### config.mk
export PLATFORM = sky130hd
export DESIGN_NAME = mmio_port_responder
export DESIGN_NICKNAME = d
export VERILOG_FILES = /design/src/rtl/mmio_port_responder.sv
export SDC_FILE = /design/constraint.sdc
export NUM_CORES = 1
export LEC_CHECK = 0
export ABC_AREA = 1
export ABC_CLOCK_PERIOD_IN_PS = 3000
export CAP_MARGIN = 20
export CORE_UTILIZATION = 53
export CTS_CLUSTER_SIZE = 12
export DETAILED_ROUTE_END_ITERATION = 6
export DONT_BUFFER_PORTS = 1
export PLACE_DENSITY = 0.71
export RECOVER_POWER = 50
export SLEW_MARGIN = 20
export SYNTH_ARGS = -nofsm -noshare
export SYNTH_HDL_FRONTEND = slang
export SYNTH_SLANG_ARGS = --single-unit
### constraint.sdc
create_clock -name clk -period 3 [get_ports clk]
set_clock_uncertainty 0.2 [all_clocks]
set_input_delay 0.45 -clock clk [delete_from_list [all_inputs] [get_ports clk]]
set_output_delay 0.45 -clock clk [all_outputs]
set_load 0.005 [all_outputs]
### src/rtl/mmio_port_responder.sv
`default_nettype none
// ============================================================================
// Module   : mmio_port_responder
// Purpose  : Memory-mapped I/O responder on the processor data-memory bus.
//            Decodes a 32-byte window, drives PortOut, synchronises PortIn
//            and latches its change events, and provides a compare timer
//            with an interrupt request.
// Ports    : clk, reset          - clock, synchronous active-high reset
//            MemWrite, MemRead   - store / load strobes from the MEM stage
//            Address, WriteData  - byte address (bits [1:0] ignored), data
//            ReadData, Select    - combinational load data, window hit
//            PortIn              - asynchronous external input
//            PortOut, IRQ        - registered output port and interrupt
// Revision : 1.0 - initial release
// ============================================================================
module mmio_port_responder #(
   parameter logic [31:0] BASE_ADDR  = 32'h1001_0020,
   parameter int          PORT_WIDTH = 8
) (
   input  logic                  clk,
   input  logic                  reset,
   input  logic                  MemWrite,
   input  logic                  MemRead,
   input  logic [31:0]           Address,
   input  logic [31:0]           WriteData,
   output logic [31:0]           ReadData,
   output logic                  Select,
   input  logic [PORT_WIDTH-1:0] PortIn,
   output logic [PORT_WIDTH-1:0] PortOut,
   output logic                  IRQ
);

   localparam logic [2:0] c_off_out    = 3'd0;
   localparam logic [2:0] c_off_in     = 3'd1;
   localparam logic [2:0] c_off_status = 3'd2;
   localparam logic [2:0] c_off_cmp    = 3'd3;
   localparam logic [2:0] c_off_cnt    = 3'd4;
   localparam logic [2:0] c_off_ctrl   = 3'd5;

   logic [PORT_WIDTH-1:0] out_q, out_d;
   logic [PORT_WIDTH-1:0] s1_q, s1_d;
   logic [PORT_WIDTH-1:0] s2_q, s2_d;
   logic [PORT_WIDTH-1:0] p_q, p_d;
   logic [1:0]            status_q, status_d;   // [0] IN_CHG, [1] TMR_EXP
   logic [31:0]           cmp_q, cmp_d;
   logic [31:0]           cnt_q, cnt_d;
   logic [3:0]            ctrl_q, ctrl_d;       // [0] EN [1] AUTO [2] IE_CHG [3] IE_TMR
   logic                  irq_q, irq_d;

   logic [2:0]            w_off;
   logic                  w_wr;
   logic                  w_chg;
   logic                  w_tmr_evt;
   logic                  w_unused_addr;

   assign Select        = (Address[31:5] == BASE_ADDR[31:5]);
   assign w_off         = Address[4:2];
   assign w_wr          = MemWrite && Select;
   assign w_unused_addr = &{1'b0, Address[1:0]};

   // One-cycle pulse: p trails s2 by one edge, so they differ only once per change.
   assign w_chg     = (s2_q != p_q);
   assign w_tmr_evt = ctrl_q[0] && (cnt_q == cmp_q);

   assign PortOut = out_q;
   assign IRQ     = irq_q;

   // Read path works from current register state, so a combined
   // read/write returns the pre-write value.
   always_comb begin
      ReadData = 32'h0;
      if (MemRead && Select) begin
         case (w_off)
            c_off_out:    ReadData[PORT_WIDTH-1:0] = out_q;
            c_off_in:     ReadData[PORT_WIDTH-1:0] = s2_q;
            c_off_status: ReadData[1:0]            = status_q;
            c_off_cmp:    ReadData                 = cmp_q;
            c_off_cnt:    ReadData                 = cnt_q;
            c_off_ctrl:   ReadData[3:0]            = ctrl_q;
            default:      ReadData                 = 32'h0;
         endcase
      end
   end

   always_comb begin
      s1_d     = PortIn;
      s2_d     = s1_q;
      p_d      = s2_q;
      out_d    = out_q;
      cmp_d    = cmp_q;
      cnt_d    = cnt_q;
      ctrl_d   = ctrl_q;
      status_d = status_q;

      // Timer: expire takes priority over increment.
      if (w_tmr_evt) begin
         if (ctrl_q[1]) begin
            cnt_d = 32'h0;
         end else begin
            ctrl_d[0] = 1'b0;
         end
      end else if (ctrl_q[0]) begin
         cnt_d = cnt_q + 32'd1;
      end

      // Bus writes are applied last so they override timer side effects.
      if (w_wr) begin
         case (w_off)
            c_off_out:    out_d    = WriteData[PORT_WIDTH-1:0];
            c_off_status: status_d = status_q & ~WriteData[1:0];
            c_off_cmp:    cmp_d    = WriteData;
            c_off_cnt:    cnt_d    = WriteData;
            c_off_ctrl:   ctrl_d   = WriteData[3:0];
            default:      ;
         endcase
      end

      // Set events are OR-ed after the W1C so a same-cycle event wins.
      status_d = status_d | {w_tmr_evt, w_chg};

      irq_d = (status_q[0] & ctrl_q[2]) | (status_q[1] & ctrl_q[3]);
   end

   always_ff @(posedge clk) begin
      if (reset) begin
         out_q    <= '0;
         s1_q     <= '0;
         s2_q     <= '0;
         p_q      <= '0;
         status_q <= 2'b00;
         cmp_q    <= 32'h0;
         cnt_q    <= 32'h0;
         ctrl_q   <= 4'h0;
         irq_q    <= 1'b0;
      end else begin
         out_q    <= out_d;
         s1_q     <= s1_d;
         s2_q     <= s2_d;
         p_q      <= p_d;
         status_q <= status_d;
         cmp_q    <= cmp_d;
         cnt_q    <= cnt_d;
         ctrl_q   <= ctrl_d;
         irq_q    <= irq_d;
      end
   end

endmodule
`default_nettype wire

Yosys cells after proc, flatten, opt, wreduce, memory -nomap -nowiden
Cells that the tools add are included.
- $add $sub $neg: 1
- eq/ne operators: 8
- multiplexer cells: 16
- bitwise logic cells: 6
- reductions and logical operators: 7
- operators with widths (kind ; count):
    $mux W32 ; 6
    $pmux W24 S2 ; 1
    $add A32 B1 Y32 const B ; 1
    $eq A32 B32 Y1 ; 1
    $eq A27 B24 Y1 const B ; 1
    $pmux W4 S4 ; 1
    $pmux W2 S6 ; 1
    $pmux W2 S5 ; 1
    $ne A8 B8 Y1 ; 1
    $eq A3 B2 Y1 const B ; 2
    $eq A3 B3 Y1 const B ; 2
    $reduce_and A2 Y1 ; 3
    $mux W1 ; 4
    $mux W2 ; 2
    $eq A3 B1 Y1 const B ; 1
    $logic_and A1 B1 Y1 ; 3
    $logic_not A3 Y1 ; 1
    $and A1 B1 Y1 ; 2
    $and A2 B2 Y2 ; 1
    $not A2 Y2 ; 1
    $or A2 B2 Y2 ; 1
    $or A1 B1 Y1 ; 1
- register bits after elaboration: 103
- input port bits: 76
- output and inout port bits: 42
- logic and storage cells: 48

Logic depth before layout (Yosys ltp)
Gate-level depths: netlist (run 1).
- word-level depth: 5
- gate-level depth with buffers: 14
- depth with buffers taken out: 14

Worst setup path before layout (run 1)
OpenSTA, ideal clock, no wires.
- path kind: input port to output port
- from: in Address[22]
- to: out ReadData[24]
- arrival time: 1.573 ns
- required time: 2.350 ns
- setup slack: 0.777 ns
- stages on the path: 6
- buffers on the path: 1
- path through: nor4_2 nand3_2 nor2_8 nand2_1 buf_1 a21oi_1
- word-level cells in the longest chain between the ends: 3
- RTL lines (element ; line ; text):
    start: declaration ; 24 ; input logic [31:0] Address,
    $eq A27 B24 Y1 ; 56 ; assign Select = (Address[31:5] == BASE_ADDR[31:5]);
    named net Select ; 27 ; output logic Select,
    $logic_and A1 B1 Y1 ; 72 ; if (MemRead && Select) begin
    $mux W32 ; 72 ;
    end: declaration ; 26 ; output logic [31:0] ReadData,
The timed path passes the listed nets, and every way through them passes these cells.

Worst setup path after layout (run 1)
- from: in Address[22]
- to: out ReadData[14]
- word-level cells in the longest chain between the ends: 3
- RTL lines (element ; line):
    $eq A27 B24 Y1 ; 56
    $logic_and A1 B1 Y1 ; 72
    $mux W32 ; 72
Every way passes these cells.

==> results.md, run 1 <==
- Post-DRT Antenna Nets: 0
- Clk slew on worst S/H paths: 0.08 ns
- R2r startpoint: cnt_q[0]
- Final hold violations: 0
- Clock buffer depth: 2
- Max incr delay on CP: 0.31 ns
- Area Overhead vs Synth: 10.01%
- Resized Gates After CTS: 0
- Arrival @ worst endpoint: 2.02 ns
- Final period util: 88.91%
- Global-route wire length before repair: 29390 µm
- Drt first pass iters: 5
- Syn_nets: 1137
- Crit path kind: primary input to primary output
- Avg Inst Size Synth: 6.111 µm²
- Register area share after synthesis: 31.83%
- Crit-path max FO: 23
- CP required: 2.35 ns
- Ports: 118
- Diode count: 0
- Die Area: 0.01267 mm²
- Worst hold slack: 0.05102 ns
- DR top layer: met4
- Met3 WL: 1359 µm
- Post-CTS Setup Inserts: 0
- Pwr Total: 0.002679 W
- RSZ-0062 raised after global routing: no
- Synth top area cells: dfxtp_1 32%, nand2_1 16%, inv_1 10%, nor2_1 8.3%, a21oi_1 5.8%
- Row cnt: 40
- TritonCTS clock tree: done
- Crit-path cells: nor4_2 -> nand3_1 -> nor2_8 -> nand2_1 -> buf_12 -> a21oi_1 -> buf_4
- CTS Hold Bufs: 9
- Total negative slack: 0 ns
- Clock network latency to the later pin of the worst-skew pair: 0.36 ns
- Synthesized cell area: 0.006477 mm²
- DRT met1 WL: 8123 µm
- F_max: 0.3749 GHz
- CP Launch Type: primary input
- Critical R2R Capture: cnt_q[14]
- Power Density: 376.0 mW/mm²
- Port Buffers: 0
- Synthesized instance count: 1060
- Fillers: 1199
- Final Max Tran Viols: 0
- Post-synth top area share: 31.83%
- CTS Sinks: 103
- Worst setup path startpoint: Address[22]
- Met2 Routed Length: 8072 µm
- Post-DP HPWL: 12840 µm
- Dominant cell type by area after synthesis: dfxtp_1
- Initial DRC Count: 479
- Post-Place Setup Slack: 0.3795 ns
- GP Congestion: 0.9345
- Actual slew at the worst max-slew pin: 0.9968 ns
- Post-route worst setup slack: 0.3328 ns
- Via count: 6587
- Worst Hold Class: primary input to flip-flop
- DIE WIDTH: 112.6 µm
- Grt ovf: 0
- Starting density of the core: 54.15%
- Routed wire per std cell: 14.69 µm
- Die Span Y: 112.6 µm
- Worst slew margin: 33.40%
- Pleak: 3.197 nW
- Share of cells above drive strength 1: 7.407%
- GRT Resource Usage Total: 29.51%
- Clk root buf: clkbuf_16
- Ys Warns: 0
- CTS Buf Count: 9
- Vias per cell: 5.368
- Worst VDD drop: 0.4080 mV
- Htree depth: 3
- Worst reg-to-reg setup slack: 0.72 ns
- Final #Nets: 1152
- Distinct cell type count of the synthesized netlist: 37
- Largest net degree at the start of global routing: 77
- Endpoints failing setup: 0
- Status: completed
- Critical path endpoint category: primary output
- DRC viols: 0
- Core footprint: 0.01196 mm²
- Number of antenna violations at the first check in global routing: 0
- FF-to-FF path depth: 12
- Min cycle time layout: 2.667 ns
- Maximum capacitance violations: 0
- Seq cells post-synth: 103
- Routed wire length: 18030 µm
- Vias in the first global route: 5941
- Worst setup path end: ReadData[14]
- CP max-delay cell: nand2_1
[cells in the final DEF (no fill, tap or decap), drive strengths merged, types with 2 or more instances in the layout]
master       netlist  layout
nand2            278     278
inv              179     185
nor2             150     150
dfxtp            103     103
a21oi             75      75
o21ai             72      72
buf               26      41
nand3             38      38
nand4             35      35
xnor2             26      26
xor2              17      17
clkbuf            22      12
nor3              11      11
dlygate4sd3        0       9
o22ai              8       8
a221oi             6       6
nor4               5       5
nand3b             2       2
nor3b              2       2
[layer usage]
layer / up-vias / GRT usage [%]
met1: 2985 / 38.34
met5: - / 0
met3: 32 / 7.397
met2: 230 / 46.67
li1: 3340 / -
met4: 0 / 12.27
[metrics by stage]
stage               cells  area (µm²)  util [%]
floorplan            1060        6477         -
global placement     1202        6768     56.58
detailed placement   1202        6768     56.58
CTS                  1227        7142     59.71
global route         1227        7126     59.57
finish               1227        7126     59.57
[critical path: cells and delay by family]
kind,cells,cell delay [ns]
and+or+nand+nor,4,0.96
AOI/OAI and AO/OA,1,0.16
buffers and inverters,2,0.44
[registers in the layout, summed over array words and instances, names as in the netlist]
signal	flops
status_q	2
ctrl_q	4
cmp_q	32
p_d	8
IRQ	1
s1_q	8
cnt_q	32
p_q	8
PortOut	8
[final cells by class]
| class | instances | area, µm² | share of cell area [%] |
|---|---|---|---|
| tap | 147 | 183.9 | 2.581 |
| clock buffer | 10 | 229.0 | 3.213 |
| timing repair buffer | 52 | 431.7 | 6.058 |
| inverter | 180 | 675.6 | 9.482 |
| clock inverter | 6 | 55.05 | 0.7726 |
| sequential | 103 | 2062 | 28.94 |
| multi-input combinational | 729 | 3488 | 48.96 |
[cell usage after synthesis, drive strengths merged]
library cell / n
a22oi: 1
xnor2: 26
xor2: 17
buf: 26
clkinv: 1
dfxtp: 103
a221oi: 6
ha: 1
nand4: 35
nor3b: 2
nor3: 11
o21ai: 72
o221ai: 1
nand2: 278
o22ai: 8
inv: 179
nand3: 38
a21oi: 75
nor4: 5
a31oi: 1
nor2: 150
clkbuf: 22
nand3b: 2
[worst min path at each step]
stage	startpoint	to	cells past startpoint
final	WriteData[4]	cnt_q[4]	2
after global routing	WriteData[3]	cnt_q[3]	2
after CTS	WriteData[4]	cnt_q[4]	2
after detailed placement	s1_q[0]	p_d[0]	2
after global placement	s1_q[3]	p_d[3]	2
after floorplan	s1_q[0]	p_d[0]	2
[where the power goes]
| group | internal (W) | switching (W) |
|---|---|---|
| Sequential | 0.00138 | 0.00000740 |
| Combinational | 0.0000449 | 0.0000756 |
| Clock | 0.000585 | 0.000586 |
[cell families after synthesis]
kind of cell	Yosys count	synth area share (%)
flops	103	31.83
fa+ha+maj	1	0.1931
buf+inv	228	14.16
xor+xnor	43	5.814
simple gates	521	34.71
compound gates	164	13.29
Note: power is estimated with default switching activity, not from simulation.
==> run 2, diff against run 1 <==
--- a/config.mk
+++ b/config.mk
@@ -13,7 +13,6 @@
 export DETAILED_ROUTE_END_ITERATION = 6
 export DONT_BUFFER_PORTS = 1
 export PLACE_DENSITY = 0.71
-export RECOVER_POWER = 50
 export SLEW_MARGIN = 20
 export SYNTH_ARGS = -nofsm -noshare
 export SYNTH_HDL_FRONTEND = slang
==> results.md, run 2 (synthesis results as in run 1) <==
- Vias per cell: 5.389 (+0.38%)
- Worst hold slack: 0.04864 ns (-0.002375 ns)
- Post-DP HPWL: 12840 µm (unchanged)
- Share of total power in the clock network: 43.7% (about the same)
- Total negative slack: 0 ns (unchanged)
- Min cycle time layout: 2.633 ns (-0.03386 ns)
- Endpoints failing setup: 0 (unchanged)
- Final period util: 87.78% (-1.1 points)
- FF-to-FF path depth: 12 (unchanged)
- Resized Gates After CTS: 0 (unchanged)
- Worst reg-to-reg setup slack: 0.70 ns (-0.02 ns)
- Die Span Y: 112.6 µm (unchanged)
- Global-route wire length before repair: 29390 µm (unchanged)
- Post-layout util: 59.71% (+0.14 points)
- Routed wire length: 18070 µm (+0.22%)
- Psw: 0.0006704 W (+0.15%)
- Vias in the first global route: 5941 (unchanged)
- Row cnt: 40 (unchanged)
- Area Overhead vs Synth: 10.26%
- Via count: 6612 (+0.38%)
- Htree depth: 3 (unchanged)
- Final #Nets: 1152 (unchanged)
- CP Launch Type: primary input
- TritonCTS clock tree: done
- Grt ovf: 0 (unchanged)
- Worst slew margin: 38.32% (+4.9 points)
- GP Congestion: 0.9345 (unchanged)
- Commonest non-fill, non-tap cell in the layout: nand2_1
- Largest net degree at the start of global routing: 77 (unchanged)
- RSZ-0062 raised after global routing: no
- Core footprint: 0.01196 mm² (unchanged)
- Worst VDD drop: 0.4079 mV (about the same)
- Sequential power share: 51.8% (about the same)
- Port Buffers: 0 (unchanged)
- GRT Resource Usage Total: 29.51% (unchanged)
- Crit-path max FO: 23 (unchanged)
- Critical path endpoint category: primary output
- P_int: 0.002010 W (about the same)
- Maximum capacitance violations: 0 (unchanged)
- Worst Hold Class: primary input to flip-flop
- R2r startpoint: cnt_q[0]
- Diode count: 0 (unchanged)
- Die Area: 0.01267 mm² (unchanged)
- Clock buffer depth: 2 (unchanged)
- Clock network latency to the later pin of the worst-skew pair: 0.36 ns (about the same)
- Hold Crit Depth: 2 (unchanged)
- Ports: 118 (unchanged)
- Pleak: 3.201 nW (+0.13%)
- Initial DRC Count: 467 (-2.5%)
- Number of antenna violations at the first check in global routing: 0 (unchanged)
- Clk slew on worst S/H paths: 0.08 ns (about the same)
- Clk root buf: clkbuf_16
- Share of cells above drive strength 1: 7.685% (+0.28 points)
- DIE WIDTH: 112.6 µm (unchanged)
- Crit path kind: primary input to primary output
- Final hold violations: 0 (unchanged)
- Biggest registers after layout: cmp_q (32), cnt_q (32)
- Post-CTS Setup Inserts: 0 (unchanged)
- F_max: 0.3797 GHz (+1.3%)
- CP required: 2.35 ns (about the same)
- Hold Crit Start: WriteData[4]
- Routed wire per std cell: 14.73 µm (+0.22%)
- Final Max Tran Viols: 0 (unchanged)
- Power Density: 375.3 mW/mm² (-0.19%)
- Hold worst-path end: cnt_q[4]
- Starting density of the core: 54.15% (unchanged)
- Critical R2R Capture: cnt_q[14]
- Drt first pass iters: 7 (+2)
- DRC viols: 0 (unchanged)
- Actual slew at the worst max-slew pin: 0.9221 ns (-0.07469 ns)
- Combinational share of power: 4.5% (about the same)
- Post-DRT Antenna Nets: 0 (unchanged)
- Most frequent cells in the layout: 276 x nand2_1, 172 x inv_1, 144 x nor2_1
- Arrival @ worst endpoint: 1.98 ns (-0.04 ns)
- CTS Buf Count: 9 (unchanged)
- Status: completed
- CTS Sinks: 103 (unchanged)
- Sw Ratio: 25.01% (+0.030 points)
run 2: cell count changes in the layout (fill, tap and decap cells not counted), sizes merged:
cell,delta
clkbuf,-2
buf,+2
run 2: final cells by class:
type | instances | area [µm²]
tap | 147 | 183.9
multi-input combinational | 729 | 3498
fill | 1197 | 4820
inverter | 180 | 675.6
sequential | 103 | 2062
timing repair buffer | 52 | 437.9
clock inverter | 6 | 55.05
clock buffer | 10 | 229.0
run 2: through the flow:
stage          instances  instance area (µm²)  setup slack, ns  power, W
3_3_place_gp        1202                 6768           0.3920  0.001522
3_5_place_dp        1202                 6768           0.3795  0.001525
5_1_grt             1227                 7142           0.2682  0.002772
4_1_cts             1227                 7142           0.3802  0.002698
2_1_floorplan       1060                 6477           0.7772  0.001508
6_report            1227                 7142           0.3667  0.002680
run 2: worst max-delay path by stage:
stage	from	endpoint	slack (ns)	depth (start not counted)
after global placement	Address[22]	ReadData[14]	0.39	7
after CTS	Address[22]	ReadData[14]	0.38	7
final	Address[22]	ReadData[28]	0.37	7
after detailed placement	Address[22]	ReadData[14]	0.38	7
after global routing	Address[22]	ReadData[14]	0.27	7
after floorplan	Address[22]	ReadData[24]	0.78	6
run 2: metal layers:
| layer | part of all wire (%) | GRT usage, % | vias up | wire length, µm |
|---|---|---|---|---|
| met5 | 0 | 0 | - | 0 |
| met3 | 7.8 | 7.397 | 31 | 1410 |
| met4 | 2.5 | 12.27 | 0 | 459 |
| li1 | - | - | 3340 | - |
| met2 | 45 | 46.67 | 231 | 8176 |
| met1 | 44 | 38.34 | 3010 | 8023 |
run 2: repair_timing:
item,4_1_cts,5_1_grt
hold buffers,9,0
endpoints found under the hold margin,27,0
endpoints found under the setup margin,0,0
run 2: power groups by stage:
stage | clock, W | combinational, W | sequential [W]
6_report | 0.00117 | 0.000121 | 0.00139
5_1_grt | 0.00125 | 0.000136 | 0.00139
4_1_cts | 0.00119 | 0.000120 | 0.00139
3_5_place_dp | 0 | 0.000105 | 0.00142
3_3_place_gp | 0 | 0.000103 | 0.00142
2_1_floorplan | 0 | 0.0000901 | 0.00142
run 2: worst max-delay path, cell delays in order:
cell     delay, ns
nor4_2        0.28
nand3_2       0.18
nor2_8        0.14
nand2_1       0.32
buf_12        0.30
a21oi_1       0.17
buf_4         0.14
==> run 3, diff against run 2 <==
--- a/config.mk
+++ b/config.mk
@@ -8,11 +8,11 @@
 export ABC_AREA = 1
 export ABC_CLOCK_PERIOD_IN_PS = 3000
 export CAP_MARGIN = 20
-export CORE_UTILIZATION = 53
+export CORE_UTILIZATION = 55
 export CTS_CLUSTER_SIZE = 12
 export DETAILED_ROUTE_END_ITERATION = 6
 export DONT_BUFFER_PORTS = 1
-export PLACE_DENSITY = 0.71
+export PLACE_DENSITY = 0.73
 export SLEW_MARGIN = 20
 export SYNTH_ARGS = -nofsm -noshare
 export SYNTH_HDL_FRONTEND = slang
==> results.md, run 3 (synthesis results as in run 1) <==
- Status: completed
- Global-route wire length before repair: 29480 µm (+0.28%)
- Pleak: 3.192 nW (-0.29%)
- Crit-path max FO: 12 (-48%)
- Via count: 6565 (-0.71%)
- Commonest non-fill, non-tap cell in the layout: nand2_1
- Crit-path cells: inv_1 -> nor2_1 -> nand2_1 -> inv_1 -> buf_4 -> nand2_1 -> a21oi_1 -> buf_4
- Drt first pass iters: 7 (unchanged)
- Initial DRC Count: 473 (+1.3%)
- Power Density: 377.1 mW/mm² (+0.49%)
- Clock buffer depth: 2 (unchanged)
- Crit path kind: primary input to primary output
- Total negative slack: 0 ns (unchanged)
- CP required: 2.35 ns (about the same)
- RSZ-0062 raised after global routing: no
- Number of antenna violations at the first check in global routing: 0 (unchanged)
- Biggest registers after layout: cmp_q (32), cnt_q (32)
- Share of cells above drive strength 1: 7.678% (about the same)
- Actual slew at the worst max-slew pin: 0.9429 ns (+0.02078 ns)
- Arrival @ worst endpoint: 1.85 ns (-0.13 ns)
- Final period util: 83.29% (-4.5 points)
- Final #Nets: 1153 (+0.087%)
- Clk root buf: clkbuf_16
- Worst slew margin: 36.93% (-1.4 points)
- Critical path endpoint category: primary output
- Worst hold slack: 0.05334 ns (+0.004695 ns)
- Core footprint: 0.01147 mm² (-4.1%)
- Worst setup path startpoint: Address[2]
- DIE WIDTH: 110.5 µm (-1.8%)
- TritonCTS clock tree: done
- Diode count: 0 (unchanged)
- CP Launch Type: primary input
- Post-layout util: 62.14% (+2.4 points)
- Worst Hold Class: primary input to flip-flop
- Post-DRT Antenna Nets: 0 (unchanged)
- Routed wire length: 18010 µm (-0.33%)
- DRC viols: 0 (unchanged)
- CP max-delay cell: inv_1
- Vias in the first global route: 6000 (+0.99%)
- Htree depth: 3 (unchanged)
- DR top layer: met4
- Routed wire per std cell: 14.71 µm (about the same)
- Final hold violations: 0 (unchanged)
- CTS Sinks: 103 (unchanged)
- Min cycle time layout: 2.499 ns (-0.1346 ns)
- Port Buffers: 0 (unchanged)
- R2r startpoint: ctrl_q[0]
- Die Span Y: 110.5 µm (-1.8%)
- GP Congestion: 0.9630 (+3.0%)
- Endpoints failing setup: 0 (unchanged)
- CTS Buf Count: 9 (unchanged)
- Grt ovf: 0 (unchanged)
- Hold Crit Start: WriteData[3]
- Row cnt: 39 (-2.5%)
- Met3 WL: 1444 µm (+2.4%)
- Most frequent cells in the layout: 276 x nand2_1, 172 x inv_1, 144 x nor2_1
- Starting density of the core: 56.49% (+2.3 points)
- DRT met1 WL: 7978 µm (-0.56%)
- Max incr delay on CP: 0.37 ns (+0.05 ns)
- Clk slew on worst S/H paths: 0.08 ns (about the same)
- Clock network latency to the later pin of the worst-skew pair: 0.37 ns (about the same)
- Maximum capacitance violations: 0 (unchanged)
- Post-DP HPWL: 13110 µm (+2.1%)
- Vias per cell: 5.364 (-0.47%)
- Area Overhead vs Synth: 10.01%
- Met2 Routed Length: 8103 µm (-0.89%)
- GRT Resource Usage Total: 29.97% (+0.46 points)
- Placed cell count: 1199 (-0.25%)
- Ports: 118 (unchanged)
- Worst VDD drop: 0.4612 mV (+13%)
- F_max: 0.4002 GHz (+5.4%)
- Die Area: 0.01221 mm² (-3.6%)
- Final Max Tran Viols: 0 (unchanged)
- Largest net degree at the start of global routing: 53 (-31%)
- Non-Filler Instances: 1224 (-0.24%)
## run 3: changes by cell type in the layout (fill, tap and decap cells not counted)
| cell | delta |
|---|---|
| inv_6 | -5 |
| buf_4 | +3 |
| inv_8 | +3 |
| buf_12 | -2 |
| clkinv_1 | +1 |
| clkinv_4 | +1 |
| clkinvlp_4 | +1 |
| inv_2 | -1 |
## run 3: final timing paths
kind	endpoint	slack (ns)	cells after the start
max	ReadData[31]	0.50	8
max reg2reg	cnt_q[13]	0.62	11
min	cnt_q[3]	0.05	2
min reg2reg	p_d[7]	0.21	2
## run 3: worst max-delay path, delay by kind of cell
| kind | cells | cell delay, ns |
|---|---|---|
| compound gates | 1 | 0.18 |
| buf+inv | 4 | 0.82 |
| simple gates | 3 | 0.41 |
## run 3: area by class of cell
| cell class | instances | area, µm² |
|---|---|---|
| Multi-Input combinational cell | 729 | 3498 |
| Timing Repair Buffer | 53 | 420.4 |
| Fill cell | 1106 | 4342 |
| Tap cell | 143 | 178.9 |
| Clock buffer | 10 | 229.0 |
| Sequential cell | 103 | 2062 |
| Clock inverter | 6 | 61.31 |
| Inverter | 180 | 675.6 |
## run 3: timing repair
| item | 4_1_cts | 5_1_grt |
|---|---|---|
| resized for setup | 0 | 0 |
| hold buffers | 9 | 0 |
| setup endpoints to repair | 0 | 0 |
| hold endpoints to repair | 27 | 0 |
| buffers inserted | 0 | 0 |
## run 3: through the flow
stage / cell area [µm²] / total power (W) / worst slack [ns]
finish: 7126 / 0.002687 / 0.5013
floorplan: 6477 / 0.001508 / 0.7772
CTS: 7126 / 0.002703 / 0.4937
global route: 7126 / 0.002770 / 0.3660
global placement: 6745 / 0.001523 / 0.5029
detailed placement: 6745 / 0.001526 / 0.4286
## run 3: per-layer routing
layer	track usage, %	vias up
met4	13.96	0
met2	47.12	244
met1	39.01	2943
met5	0	-
met3	6.696	32
li1	-	3346
## run 3: where the power goes
part / internal (W) / switching, W
registers: 0.00138 / 0.00000720
clock network: 0.000589 / 0.000590
logic: 0.0000449 / 0.0000770
total: 0.00201 / 0.000674
